**src/rtl/seq_pipe_sub2_pkg.sv**
```systemverilog
// Shared constants and stage-payload layouts for the two-stage pipelined subtractor.
package seq_pipe_sub2_pkg;

    localparam int DEF_WIDTH = 8;

    function automatic int half_w(input int w);
        return w / 2;
    endfunction

    localparam int DEF_H = half_w(DEF_WIDTH);

    // Payload layouts at the default width; the top re-declares them against its own WIDTH.
    typedef struct packed {
        logic [DEF_WIDTH-1:0] in0;
        logic [DEF_WIDTH-1:0] in1;
    } x0_pay_t;

    typedef struct packed {
        logic [DEF_H-1:0] in0_msh;
        logic [DEF_H-1:0] in1_msh;
        logic [DEF_H-1:0] lsh;
        logic             b0;
    } x1_pay_t;

endpackage

```
**src/rtl/seq_pipe_sub2_2stage_sub_half_borrow.sv**
```systemverilog
// Combinational W-bit subtractor with borrow-in and borrow-out: {bout, d} = a - b - bin.
module sub_half_borrow #(
    parameter int W = 4
) (
    input  logic [W-1:0] a,
    input  logic [W-1:0] b,
    input  logic         bin,
    output logic [W-1:0] d,
    output logic         bout
);

    always_comb begin
        {bout, d} = {1'b0, a} - {1'b0, b} - {{W{1'b0}}, bin};
    end

endmodule

```
**src/rtl/seq_pipe_sub2_2stage.sv**
```systemverilog
// Two-stage elastic subtractor (in0 - in1): low half in stage 0, high half with borrow in stage 1.
// Optional macro SEQ_PIPE_SUB2_SAT_EN clamps underflowing results to zero in stage 1.
module seq_pipe_sub2_2stage
    import seq_pipe_sub2_pkg::*;
#(
    parameter int WIDTH = DEF_WIDTH
) (
    input  logic               clk,
    input  logic               rst_n,
    input  logic               in_val,
    output logic               in_rdy,
    input  logic [WIDTH-1:0]   in0,
    input  logic [WIDTH-1:0]   in1,
    output logic               lsn_val,
    output logic [WIDTH/2-1:0] out_lsn,
    output logic               out_val,
    input  logic               out_rdy,
    output logic [WIDTH-1:0]   out,
    output logic               out_borrow
);

    localparam int H = half_w(WIDTH);

    typedef struct packed {
        logic [WIDTH-1:0] in0;
        logic [WIDTH-1:0] in1;
    } x0_t;

    typedef struct packed {
        logic [H-1:0] in0_msh;
        logic [H-1:0] in1_msh;
        logic [H-1:0] lsh;
        logic         b0;
    } x1_t;

    logic vld_p0_q, vld_p0_d;
    logic vld_p1_q, vld_p1_d;
    x0_t  data_p0_q, data_p0_d;
    x1_t  data_p1_q, data_p1_d;

    logic         x1_adv;
    logic         x0_adv;
    logic [H-1:0] lsh_p0;
    logic         b0_p0;
    logic [H-1:0] msh_p1;
    logic         b1_p1;

    // Stage 0: low-half subtract straight from the stage-0 registers
    sub_half_borrow #(.W(H)) u_sub_lo (
        .a    (data_p0_q.in0[H-1:0]),
        .b    (data_p0_q.in1[H-1:0]),
        .bin  (1'b0),
        .d    (lsh_p0),
        .bout (b0_p0)
    );

    // Stage 1: high half consumes the borrow captured alongside the low half
    sub_half_borrow #(.W(H)) u_sub_hi (
        .a    (data_p1_q.in0_msh),
        .b    (data_p1_q.in1_msh),
        .bin  (data_p1_q.b0),
        .d    (msh_p1),
        .bout (b1_p1)
    );

    always_comb begin
        x1_adv = out_rdy || !vld_p1_q;
        x0_adv = vld_p0_q && x1_adv;
        in_rdy = !vld_p0_q || x1_adv;

        vld_p0_d  = in_rdy ? in_val : vld_p0_q;
        data_p0_d = data_p0_q;
        if (in_val && in_rdy) begin
            data_p0_d.in0 = in0;
            data_p0_d.in1 = in1;
        end

        vld_p1_d  = x1_adv ? vld_p0_q : vld_p1_q;
        data_p1_d = data_p1_q;
        if (x0_adv) begin
            data_p1_d.in0_msh = data_p0_q.in0[WIDTH-1:H];
            data_p1_d.in1_msh = data_p0_q.in1[WIDTH-1:H];
            data_p1_d.lsh     = lsh_p0;
            data_p1_d.b0      = b0_p0;
        end
    end

    always_ff @(posedge clk or negedge rst_n) begin
        if (!rst_n) begin
            vld_p0_q  <= 1'b0;
            vld_p1_q  <= 1'b0;
            data_p0_q <= '0;
            data_p1_q <= '0;
        end else begin
            vld_p0_q  <= vld_p0_d;
            vld_p1_q  <= vld_p1_d;
            data_p0_q <= data_p0_d;
            data_p1_q <= data_p1_d;
        end
    end

    assign lsn_val    = vld_p0_q;
    assign out_lsn    = lsh_p0;
    assign out_val    = vld_p1_q;
    assign out_borrow = b1_p1;

`ifdef SEQ_PIPE_SUB2_SAT_EN
    function automatic logic [WIDTH-1:0] sat_floor(input logic [WIDTH-1:0] raw, input logic uf);
        return uf ? '0 : raw;
    endfunction

    assign out = sat_floor({msh_p1, data_p1_q.lsh}, b1_p1);
`else
    assign out = {msh_p1, data_p1_q.lsh};
`endif

endmodule
```
**config.mk**
```make
export PLATFORM = sky130hd
export DESIGN_NAME = seq_pipe_sub2_2stage
export DESIGN_NICKNAME = d
export VERILOG_FILES = /design/src/rtl/seq_pipe_sub2_pkg.sv /design/src/rtl/seq_pipe_sub2_2stage_sub_half_borrow.sv /design/src/rtl/seq_pipe_sub2_2stage.sv
export SDC_FILE = /design/constraint.sdc
export NUM_CORES = 1
export LEC_CHECK = 0
export BUFFER_PORTS_ARGS = -buffer_cell sky130_fd_sc_hd__buf_2
export CORE_UTILIZATION = 45
export DETAILED_ROUTE_END_ITERATION = 7
export PLACE_DENSITY = 0.68
export REMOVE_ABC_BUFFERS = 1
export SETUP_SLACK_MARGIN = 0.15
export SYNTH_ARGS = -nofsm -noshare
export SYNTH_HDL_FRONTEND = slang
export SYNTH_SLANG_ARGS = --single-unit
```
**constraint.sdc**
```tcl
create_clock -name clk -period 3.3 [get_ports clk]
set_input_delay 0.33 -clock clk [delete_from_list [all_inputs] [get_ports clk]]
set_output_delay 0.33 -clock clk [all_outputs]
set_load 0.02 [all_outputs]
```
==> impl_metrics.ini, run 1 <==
[clocking]
cts_setup_buffers = 0
ctsHtreeMaxLevel = 2
root_buffer = clkbuf_4
numCtsBuffers = 5
cts.sinks = 31
clk_latency_ns = 0.33
cts_tree = done
clk_path_buf_depth = 2
hold_buffers = 0
clkTransAtPathRegs_ns = 0.09
cts-resized-gates = 0

[detailed_routing]
routed_wl_um = 2610
via_per_inst = 4.79
vias = 982
drtIter0Drc = 9
antenna_left = 0
first_pass_iters = 4
drc_errors = 0
post_drt_wl_per_cell_um = 12.7

[job]
drv_cap = 0

[critical_path]
startpoint_type = flip-flop
cp.required_ns = 2.97
cp-end-kind = output port
crit_path_max_fanout = 2
path_class = flip-flop to output port
critPathArrivalTime_ns = 2.28

[hold_path]
hp-class = primary input to asynchronous set/reset pin

[final_layout]
final_common_cell = buf_2
area_delta_synth_final_pct = 13.8
drive_gt1_share_pct = 45.3
nets = 192
antenna_cells = 0
final_cell_mix = buf_2 (35), dfrtp_1 (31), inv_1 (16)

[logic_synthesis]
synthCells = 123
ys_ff_latch = 31
avgSynthCellArea_um2 = 13.4
synth.area.top_cells = dfrtp_1 (47%), mux2_4 (11%), mux2_2 (8.9%)
yosys.cell_types.count = 28
ys_seq_area_share_pct = 47.0
synth_top_area_share_pct = 47.0
netlist_area_um2 = 1650
synth.largest_area_cell = dfrtp_1
yosysWarnings = 0

[floorplan]
initial_core_util_pct = 48.3
fp.dieW_um = 62.5
coreArea_um2 = 3420
die_y_um = 62.5
ios = 36
rows = 21
die-area_um2 = 3910

[global_routing]
antenna_found_initial = 0
grt_pass1_vias = 1014
grt-ovfl-total = 0
grt_max_degree = 32
grt_pass1_wl_um = 4560
grt_usage_pct = 15.5

[sta]
worst_pin_slew_ns = 0.670
rsz0062_at_grt = no
timing.final.crit_share_pct = 79.0
final_max_slew_viol_count = 0
max_slew_margin_pct = 55.3
finalHoldViolations = 0
finClkSkew_ns = 0.00491
period_needed_ns = 2.61
tns_ns = 0
setup_viol_count_final = 0
fmax_mhz = 384

[power]
vdd_drop_max_mv = 0.303
p_leak_uw = 0.000967
power_density_nw_per_um2 = 742
finalPower_uw = 1390

[outcome]
status = finished, final reports clean

[place]
globalplace.congestion = 0.755
io_buffers = 35
dp_hpwl_um = 1980
flip-flops by register name (all words and copies together), names as in the netlist:
register,cells
data_p1_q,9
lsn_val,1
out,4
out_val,1
data_p0_q,16
final timing paths:
kind | start | endpoint | slack [ns] | cells past startpoint
max | data_p1_q[5] | out_borrow | 0.69 | 7
min | rst_n | data_p0_q[12] | 0.03 | 1
max reg2reg | data_p0_q[0] | out[2] | 1.76 | 4
min reg2reg | data_p0_q[15] | data_p0_q[15] | 0.51 | 1
max in group asynchronous | rst_n | data_p1_q[7] | 2.83 | 1
min in group clk | in1[5] | data_p0_q[5] | 0.23 | 2
metal layers:
metal | routed length [µm] | vias to the layer above | global-route usage, %
li1 | - | 481 | -
met1 | 1140 | 468 | 18.8
met2 | 1260 | 27 | 24.0
met3 | 155 | 6 | 6.20
met4 | 51 | 0 | 6.98
met5 | 0 | - | 0
synth_stat cells (all sizes together):
| master | count |
|---|---|
| a22o | 1 |
| nand2b | 2 |
| a311o | 1 |
| a21oi | 2 |
| dfrtp | 31 |
| nand2 | 4 |
| xor2 | 5 |
| nor2b | 2 |
| fa | 3 |
| or2b | 1 |
| a21boi | 1 |
| a2111oi | 1 |
| nand3b | 3 |
| xnor2 | 1 |
| ha | 10 |
| and3 | 1 |
| nor3 | 1 |
| inv | 16 |
| o21ai | 6 |
| buf | 6 |
| mux2 | 25 |
area by class of cell:
class / count / area (µm²)
multi-input cells: 70 / 752
clock buffers: 6 / 51.3
flip-flops and latches: 31 / 776
repair buffers: 35 / 175
clock inverters: 1 / 5.00
fillers: 301 / 1540
well taps: 46 / 57.6
inverters: 16 / 60.1
report_power, final:
part           leakage [µW]  switching [µW]  internal (µW)  total, µW
clock             0.0000341             120           98.5        219
combinational      0.000570             372            288        660
sequential         0.000362            52.0            461        513
total              0.000967             544            848       1390
worst max-delay path, stage by stage (launching register included):
cell and delay (ns):
dfrtp_1 0.36, inv_1 0.06, fa_1 0.47, fa_1 0.41
nand2b_1 0.16, a21oi_1 0.17, xor2_1 0.15, buf_2 0.17
metrics by stage:
step / area [µm²] / hold slack, ns / utilization, % / cells / setup WS (ns)
finish: 1880 / 0.0316 / 54.9 / 205 / 0.694
detailed placement: 1820 / 0.406 / 53.3 / 198 / 1.04
floorplan: 1590 / 0.0344 / - / 117 / 1.08
global route: 1880 / 0.0563 / 54.9 / 205 / 0.584
global placement: 1820 / 0.394 / 53.3 / 198 / 1.09
CTS: 1880 / 0.0495 / 54.9 / 205 / 0.665
kinds of logic after synthesis:
group,count (synthesis),synth area share (%)
compound gates,12,4.93
buf+inv,22,7.36
xor+xnor,6,3.19
fa+ha+maj,13,11.2
flops,31,47.0
simple gates,14,6.45
mux,25,19.8
Power figures use the tool's default switching activity.
==> run 2: changes to the inputs <==
- clock period: 3.3 -> 2.6 ns (I/O delays scaled with it)
==> run 2 against run 1 <==
Against the previous run:
- worst setup slack worse by 0.49 ns
- global-route usage rose by 0.17 points
- critical path depth stayed put
- core utilization increased by 0.70 points
- register-to-register slack worse by 0.70 ns
- design area rose by 1.3%
- sequential share of layout area down 0.52 points
- clock power is 28% higher
- non-clock buffer count is 1 higher
- clock skew rose by 0.0048 ns
- critical path type unchanged
==> impl_metrics.ini, run 2 (synthesis results as in run 1) <==
[sta]
period_needed_ns = 2.40
worst_pin_slew_ns = 0.676
timing.hold.ws_ns = 0.151
finClkSkew_ns = 0.00971
final_max_slew_viol_count = 0
finalHoldViolations = 0
tns_ns = 0
setup_viol_count_final = 0
rsz0062_at_grt = yes
final.setup.worst_slack_ns = 0.200
timing.final.crit_share_pct = 92.3
fmax_mhz = 417
max_slew_margin_pct = 54.9

[detailed_routing]
post_drt_wl_per_cell_um = 12.9
drc_errors = 0
routed_wl_um = 2660
via_per_inst = 4.83
drtIter0Drc = 12
vias = 995
first_pass_iters = 4
antenna_left = 0

[final_layout]
drive_gt1_share_pct = 46.9
largest_reg_flops = 16
area_delta_synth_final_pct = 15.3
stdcell_count = 206
nets = 193
top_register = data_p0_q
final_common_cell = buf_2
nFillCells = 302
final_cell_mix = buf_2 (33), dfrtp_1 (31), inv_1 (16)
antenna_cells = 0

[clocking]
cts.sinks = 31
cts_tree = done
root_buffer = clkbuf_4
ctsHtreeMaxLevel = 2
clk_path_buf_depth = 2
clkTransAtPathRegs_ns = 0.10
clk_latency_ns = 0.33
cts_setup_buffers = 0
numCtsBuffers = 5

[floorplan]
initial_core_util_pct = 48.3
die-area_um2 = 3910
coreArea_um2 = 3420
rows = 21
ios = 36
fp.dieW_um = 62.5
die_y_um = 62.5

[place]
io_buffers = 35
dp_hpwl_um = 1980
globalplace.congestion = 0.755
place_inst = 198
pre_cts_ws_ns = 0.406

[job]
drv_cap = 0

[global_routing]
grt_pass1_wl_um = 4610
grt_usage_pct = 15.6
grt_pass1_vias = 1024
grt_max_degree = 32
antenna_found_initial = 0
grt-ovfl-total = 0

[power]
finalPower_uw = 1820
power_density_nw_per_um2 = 957
p_leak_uw = 0.000971
vdd_drop_max_mv = 0.385

[critical_path]
cp.required_ns = 2.34
critPathArrivalTime_ns = 2.14
critPathBufInv = 2
path_delay_family = adder cells
worst_path_most_repeated_cell = fa_2
startpoint_type = flip-flop
path_cells = inv_1 -> fa_2 -> fa_2 -> nand2b_1 -> a21oi_2 -> xor2_1 -> buf_4
cpMaxStageDelayCell = fa_2
cp-end-kind = output port
rr_startpoint = data_p0_q[0]
crit_start = data_p1_q[5]
slowest_delay_ns = 0.42
crit_path_max_fanout = 2
path_class = flip-flop to output port

[hold_path]
min_from = in1[5]
hp-class = primary input to flip-flop

[outcome]
status = finished, final reports clean
[run 2: worst paths after layout]
check / endpoint / slack [ns] / cells past startpoint
max in group asynchronous: data_p1_q[7] / 1.66 / 2
max reg2reg: out[2] / 1.06 / 4
min: data_p0_q[5] / 0.15 / 2
max: out_borrow / 0.20 / 7
min reg2reg: data_p0_q[15] / 0.51 / 1
min in group asynchronous: data_p0_q[12] / 0.49 / 2
[run 2: what timing repair did]
item | in CTS | in global routing
pin swaps | 0 | 0
endpoints found under the setup margin | 1 | 2
hold buffers | 1 | 0
hold endpoints to repair | 31 | 0
gates resized for setup | 2 | 4
[run 2: power by group]
group	internal (µW)	leakage, µW	switching, µW
Combinational	401	0.000575	484
Clock	125	0.0000341	156
Sequential	586	0.000362	66.8
[run 2: cell type report]
type                    instances  area (µm²)  share of cell area [%]
clock buffers                   6        51.3                    2.70
multi-input cells              70         761                    40.0
inverters                      16        60.1                    3.16
clock inverters                 1        5.00                   0.263
well taps                      46        57.6                    3.03
flip-flops and latches         31         776                    40.8
repair buffers                 36         190                    10.0
[run 2: per-layer routing]
layer / track usage, % / routed length, µm / vias up
met5: 0 / 0 / -
met2: 24.7 / 1300 / 27
met3: 6.20 / 155 / 6
li1: - / - / 483
met4: 6.98 / 50 / 0
met1: 18.7 / 1150 / 479
[run 2: stage by stage]
stage / instance area (µm²) / util (%)
2_1_floorplan: 1590 / -
3_3_place_gp: 1820 / 53.3
3_5_place_dp: 1820 / 53.3
4_1_cts: 1890 / 55.4
5_1_grt: 1900 / 55.6
6_report: 1900 / 55.6
==> run 3: changes to the inputs <==
- CORE_UTILIZATION: 45 -> 53
- PLACE_DENSITY: 0.68 -> 0.78
==> run 3 against run 2 <==
Against the previous run:
- the flow now finishes with violations (DRC)
- via count is 1.1% higher
- core utilization is 11 points higher
- maximum frequency increased by 1.1%
- critical path type unchanged
- highest routed layer unchanged
==> impl_metrics.ini, run 3 (synthesis results as in run 1) <==
[power]
pwr-share-seq_pct = 35.7
p_int_uw = 1110
switchingPower_uw = 718
power_density_nw_per_um2 = 966
swShare_pct = 39.2
p_leak_uw = 0.000980
clockPowerShare_pct = 15.4
vdd_drop_max_mv = 0.570
power_frac_comb_pct = 48.9

[final_layout]
nets = 195
seq_area_um2 = 776
drive_gt1_share_pct = 47.5
nFillCells = 205
largest_reg_flops = 16
top_register = data_p0_q
antenna_cells = 0
final_cell_mix = buf_2 (34), dfrtp_1 (31), inv_1 (16)
multiInputGateArea_um2 = 761
area_delta_synth_final_pct = 14.9
final_common_cell = buf_2

[critical_path]
crit_path_max_fanout = 2
critPathBufInv = 2
worst_path_most_repeated_cell = fa_2
r2r_setup_slack_ns = 1.03
startpoint_type = flip-flop
path_cells = inv_1 -> fa_2 -> fa_2 -> nand2b_1 -> a21oi_2 -> xor2_1 -> buf_4
slowest_delay_ns = 0.40
critPathArrivalTime_ns = 2.11
path_class = flip-flop to output port
cpMaxStageDelayCell = fa_2
path_delay_family = adder cells
cp-end-kind = output port
cp.required_ns = 2.34

[place]
io_buffers = 35
dp_hpwl_um = 2030
globalplace.congestion = 0.833
pre_cts_ws_ns = 0.422

[detailed_routing]
vias = 1006
drtIter0Drc = 14
post_drt_wl_per_cell_um = 14.0
via_per_inst = 5.21
routed_wl_um = 2700
drc_errors = 1
antenna_left = 0
first_pass_iters = 5

[sta]
rsz0062_at_grt = no
final.setup.worst_slack_ns = 0.226
max_slew_margin_pct = 54.1
period_needed_ns = 2.37
tns_ns = 0
fmax_mhz = 421
setup_viol_count_final = 0
timing.final.crit_share_pct = 91.3
timing.hold.ws_ns = 0.154
worst_pin_slew_ns = 0.689
final_max_slew_viol_count = 0
finalHoldViolations = 0
finClkSkew_ns = 0.00659

[floorplan]
die_y_um = 57.8
fp.dieW_um = 57.8
initial_core_util_pct = 57.8
ios = 36
rows = 19
coreArea_um2 = 2850
die-area_um2 = 3340

[clocking]
clkTransAtPathRegs_ns = 0.09
ctsHtreeMaxLevel = 2
cts_tree = done
clk_latency_ns = 0.33
numCtsBuffers = 5
clk_path_buf_depth = 2
root_buffer = clkbuf_4
cts.sinks = 31

[global_routing]
grt_pass1_wl_um = 4490
grt_usage_pct = 18.6
antenna_found_initial = 0
grt-ovfl-total = 0
grt_pass1_vias = 1042
grt_max_degree = 32

[hold_path]
hp-class = primary input to flip-flop

[outcome]
violations = DRC
status = finished with violations

[job]
drv_cap = 0
## run 3: final timing paths
path | start | endpoint | cells past startpoint
setup / recovery | data_p1_q[0] | out_borrow | 7
hold reg to reg | data_p1_q[5] | data_p1_q[5] | 1
min in group asynchronous | rst_n | data_p0_q[10] | 2
hold / removal | in1[1] | data_p0_q[1] | 2
setup reg to reg | data_p0_q[0] | out[2] | 4
max in group asynchronous | rst_n | data_p1_q[9] | 2
## run 3: what timing repair did
action / CTS / global route
pin swaps: 0 / 1
endpoints found under the hold margin: 31 / 0
endpoints found under the setup margin: 1 / 2
setup buffers: 0 / 2
hold buffers: 1 / 0
resized for setup: 3 / 2
## run 3: worst register-to-register path: stages, from the launching register on
cell	delay, ns
dfrtp_1	0.39
ha_1	0.23
fa_1	0.41
xnor2_1	0.16
mux2_4	0.27
## run 3: cell type report
cell class,count,share of cell area [%]
Clock buffer,6,2.71
Clock inverter,1,0.264
Inverter,16,3.17
Multi-Input combinational cell,70,40.2
Sequential cell,31,41.0
Tap cell,31,2.05
Timing Repair Buffer,38,10.7
## run 3: layer usage
layer / GRT usage [%] / part of all wire, % / up-vias
li1: - / - / 481
met1: 20.4 / 42 / 497
met2: 31.9 / 52 / 23
met3: 7.81 / 4.2 / 5
met4: 7.82 / 1.3 / 0
met5: 0 / 0 / -
## run 3: per-stage QoR
| stage | utilization (%) | power (µW) | instance area (µm²) | instances |
|---|---|---|---|---|
| floorplan | - | 1270 | 1590 | 117 |
| global route | 66.4 | 1960 | 1890 | 193 |
| global placement | 63.2 | 1480 | 1800 | 183 |
| detailed placement | 63.2 | 1520 | 1800 | 183 |
| CTS | 65.7 | 1830 | 1880 | 191 |
| finish | 66.4 | 1830 | 1890 | 193 |
## run 3: power by group through the flow
stage	Clock (µW)	Combinational [µW]	Sequential [µW]
2_1_floorplan	0	586	682
3_3_place_gp	0	826	657
3_5_place_dp	0	860	664
4_1_cts	294	881	656
5_1_grt	310	987	667
6_report	281	895	654
